## src/rtl/rv32i_pkg.sv

```systemverilog
// Shared RV32I decode types: ALU op codes, opcode constants, decoded bundle.
package rv32i_pkg;

    typedef enum logic [3:0] {
        ALU_ADD  = 4'b0000,
        ALU_SUB  = 4'b0001,
        ALU_SLL  = 4'b0010,
        ALU_SLT  = 4'b0011,
        ALU_SLTU = 4'b0100,
        ALU_XOR  = 4'b0101,
        ALU_SRL  = 4'b0110,
        ALU_SRA  = 4'b0111,
        ALU_OR   = 4'b1000,
        ALU_AND  = 4'b1001,
        ALU_NONE = 4'b1010,
        ALU_EQ   = 4'b1011,
        ALU_GE   = 4'b1100,
        ALU_GEU  = 4'b1101
    } alu_op_t;

    typedef enum logic [1:0] {
        A_RS1  = 2'b00,
        A_PC   = 2'b01,
        A_ZERO = 2'b10
    } a_sel_t;

    localparam logic [6:0] OPC_OP     = 7'b0110011;
    localparam logic [6:0] OPC_OP_IMM = 7'b0010011;
    localparam logic [6:0] OPC_LUI    = 7'b0110111;
    localparam logic [6:0] OPC_AUIPC  = 7'b0010111;
    localparam logic [6:0] OPC_JAL    = 7'b1101111;
    localparam logic [6:0] OPC_JALR   = 7'b1100111;
    localparam logic [6:0] OPC_LOAD   = 7'b0000011;
    localparam logic [6:0] OPC_STORE  = 7'b0100011;
    localparam logic [6:0] OPC_BRANCH = 7'b1100011;

    typedef struct packed {
        alu_op_t     alu_op;
        a_sel_t      a_sel;
        logic        use_imm;
        logic [31:0] imm;
        logic [4:0]  rs1;
        logic [4:0]  rs2;
        logic [4:0]  rd;
        logic        rd_we;
        logic        is_branch;
        logic        br_invert;
        logic        is_jump;
        logic        is_load;
        logic        is_store;
        logic [2:0]  funct3;
        logic [31:0] pc;
        logic        illegal;
    } dec_bundle_t;

    // funct3 -> register/immediate ALU op, before the funct7[5] SUB/SRA variant
    function automatic alu_op_t f3_op(input logic [2:0] f3);
        case (f3)
            3'b000:  return ALU_ADD;
            3'b001:  return ALU_SLL;
            3'b010:  return ALU_SLT;
            3'b011:  return ALU_SLTU;
            3'b100:  return ALU_XOR;
            3'b101:  return ALU_SRL;
            3'b110:  return ALU_OR;
            default: return ALU_AND;
        endcase
    endfunction

endpackage

```

## src/rtl/instr_decode_comb.sv

```systemverilog
// Combinational RV32I instruction decode into the ALU-facing bundle.
module instr_decode_comb
    import rv32i_pkg::*;
(
    input  logic [31:0] instr_i,
    input  logic [31:0] pc_i,
    output dec_bundle_t dec_o
);

    logic [6:0]  opc;
    logic [2:0]  f3;
    logic [6:0]  f7;
    logic [31:0] imm_i, imm_s, imm_b, imm_u, imm_j;
    logic        legal;
    logic        wr;

    assign opc = instr_i[6:0];
    assign f3  = instr_i[14:12];
    assign f7  = instr_i[31:25];

    assign imm_i = {{20{instr_i[31]}}, instr_i[31:20]};
    assign imm_s = {{20{instr_i[31]}}, instr_i[31:25], instr_i[11:7]};
    assign imm_b = {{19{instr_i[31]}}, instr_i[31], instr_i[7],
                    instr_i[30:25], instr_i[11:8], 1'b0};
    assign imm_u = {instr_i[31:12], 12'b0};
    assign imm_j = {{11{instr_i[31]}}, instr_i[31], instr_i[19:12],
                    instr_i[20], instr_i[30:21], 1'b0};

    always_comb begin
        dec_o         = '0;
        dec_o.alu_op  = ALU_NONE;
        dec_o.a_sel   = A_RS1;
        dec_o.rs1     = instr_i[19:15];
        dec_o.rs2     = instr_i[24:20];
        dec_o.rd      = instr_i[11:7];
        dec_o.funct3  = f3;
        dec_o.pc      = pc_i;
        legal         = 1'b1;
        wr            = 1'b0;
        case (opc)
            OPC_OP: begin
                wr           = 1'b1;
                dec_o.alu_op = f3_op(f3);
                if (f7 == 7'b0100000 && f3 == 3'b000) dec_o.alu_op = ALU_SUB;
                else if (f7 == 7'b0100000 && f3 == 3'b101) dec_o.alu_op = ALU_SRA;
                else if (f7 != 7'b0000000) legal = 1'b0;
            end
            OPC_OP_IMM: begin
                wr            = 1'b1;
                dec_o.use_imm = 1'b1;
                dec_o.imm     = imm_i;
                dec_o.alu_op  = f3_op(f3);
                if (f3 == 3'b001 || f3 == 3'b101) begin
                    dec_o.imm = {27'b0, instr_i[24:20]};
                    if (f7 == 7'b0100000 && f3 == 3'b101) dec_o.alu_op = ALU_SRA;
                    else if (f7 != 7'b0000000) legal = 1'b0;
                end
            end
            OPC_LUI, OPC_AUIPC: begin
                wr            = 1'b1;
                dec_o.a_sel   = (opc == OPC_LUI) ? A_ZERO : A_PC;
                dec_o.use_imm = 1'b1;
                dec_o.imm     = imm_u;
                dec_o.alu_op  = ALU_ADD;
            end
            OPC_JAL: begin
                wr            = 1'b1;
                dec_o.a_sel   = A_PC;
                dec_o.use_imm = 1'b1;
                dec_o.imm     = imm_j;
                dec_o.alu_op  = ALU_ADD;
                dec_o.is_jump = 1'b1;
            end
            OPC_JALR: begin
                wr            = 1'b1;
                dec_o.use_imm = 1'b1;
                dec_o.imm     = imm_i;
                dec_o.alu_op  = ALU_ADD;
                dec_o.is_jump = 1'b1;
            end
            OPC_LOAD: begin
                wr            = 1'b1;
                dec_o.use_imm = 1'b1;
                dec_o.imm     = imm_i;
                dec_o.alu_op  = ALU_ADD;
                dec_o.is_load = 1'b1;
            end
            OPC_STORE: begin
                dec_o.use_imm  = 1'b1;
                dec_o.imm      = imm_s;
                dec_o.alu_op   = ALU_ADD;
                dec_o.is_store = 1'b1;
            end
            OPC_BRANCH: begin
                dec_o.imm       = imm_b;
                dec_o.is_branch = 1'b1;
                dec_o.br_invert = f3[0];
                case (f3[2:1])
                    2'b00:   dec_o.alu_op = ALU_EQ;
                    2'b10:   dec_o.alu_op = ALU_SLT;
                    2'b11:   dec_o.alu_op = ALU_SLTU;
                    default: legal = 1'b0;
                endcase
            end
            default: legal = 1'b0;
        endcase
        // Illegal encodings still flow down the pipe, but inert
        if (!legal) begin
            dec_o.alu_op    = ALU_NONE;
            dec_o.a_sel     = A_RS1;
            dec_o.use_imm   = 1'b0;
            dec_o.imm       = '0;
            dec_o.is_branch = 1'b0;
            dec_o.br_invert = 1'b0;
            dec_o.is_jump   = 1'b0;
            dec_o.is_load   = 1'b0;
            dec_o.is_store  = 1'b0;
            dec_o.illegal   = 1'b1;
        end
        dec_o.rd_we = wr & legal & (instr_i[11:7] != 5'd0);
    end

endmodule

```

## src/rtl/alu_decoder.sv

```systemverilog
// Decode stage: registered decoded bundle with a one-entry skid buffer.
module alu_decoder
    import rv32i_pkg::*;
#(
    parameter logic [31:0] RESET_PC = 32'h0000_0000
) (
    input  logic        clk,
    input  logic        rst,
    input  logic        in_valid,
    output logic        in_ready,
    input  logic [31:0] instr,
    input  logic [31:0] pc,
    input  logic        flush,
    output logic        out_valid,
    input  logic        out_ready,
    output logic [3:0]  out_alu_op,
    output logic [1:0]  out_a_sel,
    output logic        out_use_imm,
    output logic [31:0] out_imm,
    output logic [4:0]  out_rs1,
    output logic [4:0]  out_rs2,
    output logic [4:0]  out_rd,
    output logic        out_rd_we,
    output logic        out_is_branch,
    output logic        out_br_invert,
    output logic        out_is_jump,
    output logic        out_is_load,
    output logic        out_is_store,
    output logic [2:0]  out_funct3,
    output logic [31:0] out_pc,
    output logic        out_illegal
);

    dec_bundle_t dec;
    dec_bundle_t out_q, out_d, skid_q, skid_d, rst_b;
    logic        out_vld_q, out_vld_d;
    logic        skid_vld_q, skid_vld_d;
    logic        in_rdy_q;
    logic        accept, drain;

    instr_decode_comb u_dec (
        .instr_i (instr),
        .pc_i    (pc),
        .dec_o   (dec)
    );

    assign accept = in_valid & in_rdy_q;
    assign drain  = out_vld_q & out_ready;

    always_comb begin
        rst_b        = '0;
        rst_b.alu_op = ALU_NONE;
        rst_b.pc     = RESET_PC;
    end

    always_comb begin
        out_d      = out_q;
        out_vld_d  = out_vld_q;
        skid_d     = skid_q;
        skid_vld_d = skid_vld_q;
        if (flush) begin
            out_vld_d  = 1'b0;
            skid_vld_d = 1'b0;
        end else if (skid_vld_q) begin
            // in_ready is low here, so only the skid can refill the output
            if (drain) begin
                out_d      = skid_q;
                skid_vld_d = 1'b0;
            end
        end else if (!out_vld_q || out_ready) begin
            out_vld_d = accept;
            if (accept) out_d = dec;
        end else if (accept) begin
            skid_d     = dec;
            skid_vld_d = 1'b1;
        end
    end

    always_ff @(posedge clk) begin
        if (rst) begin
            out_q      <= rst_b;
            skid_q     <= rst_b;
            out_vld_q  <= 1'b0;
            skid_vld_q <= 1'b0;
            in_rdy_q   <= 1'b1;
        end else begin
            out_q      <= out_d;
            skid_q     <= skid_d;
            out_vld_q  <= out_vld_d;
            skid_vld_q <= skid_vld_d;
            in_rdy_q   <= ~skid_vld_d;
        end
    end

    assign in_ready      = in_rdy_q;
    assign out_valid     = out_vld_q;
    assign out_alu_op    = out_q.alu_op;
    assign out_a_sel     = out_q.a_sel;
    assign out_use_imm   = out_q.use_imm;
    assign out_imm       = out_q.imm;
    assign out_rs1       = out_q.rs1;
    assign out_rs2       = out_q.rs2;
    assign out_rd        = out_q.rd;
    assign out_rd_we     = out_q.rd_we;
    assign out_is_branch = out_q.is_branch;
    assign out_br_invert = out_q.br_invert;
    assign out_is_jump   = out_q.is_jump;
    assign out_is_load   = out_q.is_load;
    assign out_is_store  = out_q.is_store;
    assign out_funct3    = out_q.funct3;
    assign out_pc        = out_q.pc;
    assign out_illegal   = out_q.illegal;

endmodule

```

## config.mk

```make
export PLATFORM = sky130hd
export DESIGN_NAME = alu_decoder
export DESIGN_NICKNAME = d
export VERILOG_FILES = /design/src/rtl/rv32i_pkg.sv /design/src/rtl/instr_decode_comb.sv /design/src/rtl/alu_decoder.sv
export SDC_FILE = /design/constraint.sdc
export NUM_CORES = 1
export LEC_CHECK = 0
export BUFFER_PORTS_ARGS = -buffer_cell sky130_fd_sc_hd__buf_2
export CORE_MARGIN = 5
export CORE_UTILIZATION = 40
export DETAILED_ROUTE_END_ITERATION = 10
export PLACE_DENSITY = 0.59
export SLEW_MARGIN = 10
export SYNTH_ARGS = -nofsm -noshare
export SYNTH_HDL_FRONTEND = slang
export SYNTH_SLANG_ARGS = --single-unit
```

## constraint.sdc

```tcl
create_clock -name clk -period 2.31 [get_ports clk]
set_clock_uncertainty 0.2 [all_clocks]
set_input_delay 0.462 -clock clk [delete_from_list [all_inputs] [get_ports clk]]
set_output_delay 0.462 -clock clk [all_outputs]
set_load 0.05 [all_outputs]
```

# == Word-level counts from Yosys, hierarchy flattened ==
# Index checks and enable logic that the tools add are counted.
# totals
wordCells,118
output_inout_bits,98
in_bits,69
ff_bits,195
# op_classes
n_bitwise,8
n_reduce_logical,22
mux,34
eq_ne,19
# ops
operator,count
96-bit 2-to-1 mux,4
32-bit one-hot mux with 6 select lines,1
39-bit 2-to-1 mux,1
32-bit 2-to-1 mux,1
7-bit by 6-bit == test with 1-bit output (second input constant),4
4-bit one-hot mux with 7 select lines,1
7-bit == test (second input constant),3
1-bit 2-to-1 mux,16
4-bit one-hot mux with 4 select lines,1
7-bit by 5-bit == test with 1-bit output (second input constant),2
7-bit OR reduction,2
4-bit 2-to-1 mux,3
4-bit one-hot mux with 3 select lines,1
3-bit == test (second input constant),3
4-bit AND reduction,2
2-bit OR reduction,4
7-bit by 2-bit == test with 1-bit output (second input constant),1
7-bit nonzero test,1
3-bit by 2-bit == test with 1-bit output (second input constant),2
6-bit OR reduction,1
5-bit 2-to-1 mux,1
5-bit nonzero test,1
1-bit bitwise AND,4
2-bit == test (second input constant),2
other kinds (14),21

# == Longest topological paths before layout ==
# logic_depth
word_depth,10
mapped_depth,9

# == Hierarchy ==
# A second synthesis with hierarchy kept.
# hier_totals
cells_unflattened,1178
area_unflattened_um2,10236.1
# modules_own_cells
mod,cells_per_inst,area_each_um2,instances,seq_area_each_um2
alu_decoder,975,9004.9,1,3903.7
instr_decode_comb,203,1231.2,1,0.0

# == Worst setup path before layout ==
# Ideal clock, no wire load.
# synth_path
path_kind,register to register
startpoint,reg out_vld_q (netlist: out_valid)
endpoint,reg skid_q[10] in the netlist's numbering
stages_incl_launch_ff,8
arrival_time_ns,1.995
slack_ns,-0.017
setup_ns,0.132
path_buffers,3
period_less_slack_ns,2.327
cell_sequence,dfxtp_1 -> nand3_1 -> or4_1 -> clkbuf_1 -> clkbuf_1 -> buf_1 -> nand2_1 -> a21oi_1
# synth_via
elab_chain_len,4
# synth_lines
element,line,text
from (decl),alu_decoder.sv:36,"logic out_vld_q, out_vld_d;"
from (signal assigned),alu_decoder.sv:89,out_vld_q <= out_vld_d;
1-bit logical NOT,alu_decoder.sv:70,end else if (!out_vld_q || out_ready) begin
1-bit logical OR,alu_decoder.sv:70,
1-bit NOT (no line),-,
4-bit AND reduction (no line),-,
to (signal assigned),alu_decoder.sv:82,skid_q <= rst_b;
to (signal assigned),alu_decoder.sv:88,skid_q <= skid_d;
to (decl),alu_decoder.sv:35,"dec_bundle_t out_q, out_d, skid_q, skid_d, rst_b;"
# Every way passes these cells.
# A chain may end at the register's enable or synchronous reset.

# == Final worst setup path ==
# layout_path
startpoint,reg out_vld_q (netlist: out_valid)
endpoint,reg skid_q[64] in the netlist's numbering
# Same word-level chain as after synthesis.

==> impl_metrics.tcl <==
set metrics [dict create \
    yosys_warnings 0 \
    worst_setup_path_start_kind "flop" \
    hpwlAfterDp_um 16900 \
    ys_ff_latch 195 \
    power.density_mw_per_mm2 725 \
    clkTransAtPathRegs_ps 70 \
    ys_types 64 \
    drc_errors 0 \
    slew_headroom 0.595 \
    viasPerCell 5.32 \
    area_delta_synth_final_pct 25.6 \
    port_buffers 166 \
    drv_slew 0 \
    critical_path_required_ps 2480 \
    r2r-start "out_valid" \
    final_common_cell "dfxtp_1" \
    status "finished clean" \
    p_leak_nw 4.05 \
    regArea_sq_mm 0.00391 \
    max_cap_viol_count 0 \
    criticalPathCategory "reg2reg" \
    nets 1227 \
    clk_path_buf_depth 2 \
    cts_tree "done" \
    syn_nets 1062 \
    setup_viol 0 \
    rows 53 \
    most-common-layout-cells "dfxtp_1, buf_2, nand2_1" \
    grt_antenna_before_repair 0 \
    ant_nets 0 \
    drtIter0Drc 529 \
    dp_cells 1414 \
    hold_violations 0 \
    drt-pass1-iter-count 7 \
    grt_overflow 0 \
    cts_root_buffer "clkbuf_16" \
    antennaDiodeCount 0 \
    numCtsBuffers 17 \
    die_h_um 155 \
    worstSkewPairLatency_ps 430 \
    fin_util 0.505 \
    track_usage 0.199 \
    core-area_sq_mm 0.0208 \
    die_area_sq_mm 0.0239 \
    post_cts_resized 0 \
    holdCritPathClass "in2reg" \
    hold_buffers 0 \
    layout-drive-gt1-share 0.242 \
    gp_congestion 0.867 \
    worst_r2r_path_depth 4 \
    io_pins 167 \
    multiInputGateArea_sq_mm 0.00411 \
    avgSynthCellArea_sq_um 8.43 \
    worstHoldEndpoint "skid_q[28]" \
    synth_edf_count 0 \
    async_flop_share 0 \
    netlist_instances 993 \
    syn_area_sq_mm 0.00837 \
    r2r_setup_slack_ps 150 \
    min_period_ps 2160 \
    cp_max_fo 8 \
    yosysSeqAreaShare 0.467 \
    whs_path_depth 3 \
    cts_setup_buffers 0 \
    period_share 0.936 \
    worstHoldStart "pc[27]" \
    rsz0062_at_grt "false" \
    initial_core_util 0.402 \
    grt_pass1_vias 7076 \
    drt_wl_total_um 24300 \
    p_total_mw 7.62 \
    grt_max_degree 84 \
    cts.sinks 195 \
    tightest_slew_ps 604 \
    layoutNonFillerInstCount 1446 \
    arrival_ps 2340 \
    fp.dieW_um 155 \
    post_drt_wl_per_cell_um 16.8 \
    nFillCells 2050 \
    ys.flop_type "dfxtp_1" \
    vias 7696 \
    end_kind "flop" \
    rr_endpoint "skid_q[64]" \
    grt_pass1_wl_um 38700 \
    h-tree-depth 4 \
    timing.fmax_ghz 0.463 \
    ir_worst_vdd_mv 0.452 \
    setup_tns_ps 0 \
]
[synthesized netlist by cell type (all sizes together) (4+ instances only)]
| library cell | count | area [sq um] |
|---|---|---|
| o2111ai | 4 | 52.6 |
| a22oi | 5 | 37.5 |
| o22ai | 32 | 206 |
| nor2 | 80 | 300 |
| o211ai | 9 | 72.6 |
| nand2b | 5 | 31.3 |
| a21o | 9 | 67.6 |
| a211oi | 58 | 460 |
| nand3 | 9 | 45.0 |
| dfxtp | 195 | 3900 |
| a221o | 4 | 40.0 |
| nor3 | 4 | 20.0 |
| o21ai | 33 | 165 |
| a32o | 6 | 60.1 |
| nor2b | 5 | 31.3 |
| inv | 4 | 15.0 |
| nor4 | 5 | 37.5 |
| nand2 | 162 | 608 |
| a21oi | 135 | 676 |
| clkbuf | 61 | 229 |
| and3 | 27 | 169 |
| buf | 31 | 145 |
| mux2i | 50 | 500 |
[flip-flops by register name (all words and copies together) (netlist names)]
signal         cells
skid_q            96
out_imm           32
out_pc            32
out_rd             5
out_rs1            5
out_rs2            5
out_alu_op         4
out_funct3         3
out_a_sel          2
in_ready           1
out_br_invert      1
out_illegal        1
out_is_branch      1
out_is_jump        1
out_is_load        1
out_is_store       1
out_rd_we          1
out_use_imm        1
out_valid          1
skid_vld_q         1
[cells by family (layout without fill, tap and decap cells)]
| logic type | count (synthesis) | in the layout | share of synthesized area |
|---|---|---|---|
| AND/OR/NAND/NOR | 328 | 328 | 0.179 |
| buffers and inverters | 97 | 275 | 0.0470 |
| AO/OA/AOI/OAI | 322 | 322 | 0.247 |
| multiplexers | 50 | 50 | 0.0598 |
| flip-flops | 195 | 195 | 0.467 |
| XOR/XNOR | 1 | 1 | 0.00105 |
[where the power goes]
part | switching, mW | total [mW] | internal, mW | leakage, nW
Combinational | 0.710 | 1.03 | 0.315 | 2.16
Sequential | 0.0439 | 3.49 | 3.45 | 1.58
Clock | 1.29 | 3.10 | 1.81 | 0.303
Total | 2.05 | 7.62 | 5.57 | 4.05
[worst max-delay path by stage]
stage / startpoint / end / slack [ps] / cells after the start
floorplan: instr[4] / out_alu_op[3] / 40 / 8
global placement: instr[6] / out_imm[11] / -90 / 6
detailed placement: instr[6] / out_imm[11] / -130 / 6
CTS: out_valid / skid_q[64] / 130 / 4
global route: out_valid / skid_q[63] / 20 / 4
finish: out_valid / skid_q[64] / 150 / 4
[worst max-delay path, cell delays in order, from the launching register on]
cell and delay (ps):
dfxtp_2 410, nand3_1 110, or4_2 750, a211oi_4 420, a32o_1 220
[metal layers]
metal  vias to the layer above  part of all wire  GRT usage
met1                      3566              0.49      0.286
met3                        23             0.054     0.0409
li1                       3890                 -          -
met5                         -                 0          0
met2                       217              0.45      0.303
met4                         0             0.012     0.0538
[cell type report]
class / instances / area share
sequential: 195 / 0.372
timing repair buffer: 238 / 0.144
tap: 275 / 0.0327
multi-input combinational: 701 / 0.391
clock buffer: 22 / 0.0451
clock inverter: 10 / 0.0138
inverter: 5 / 0.00179
[stage by stage]
stage,instance area [sq um],hold WS (ps),worst slack [ps]
floorplan,8370,217,40.9
global placement,9890,226,-89.3
detailed placement,9890,234,-134
CTS,10500,60.8,130
global route,10500,65.7,24.1
finish,10500,80.8,148
(Power assumes the default switching activity.)
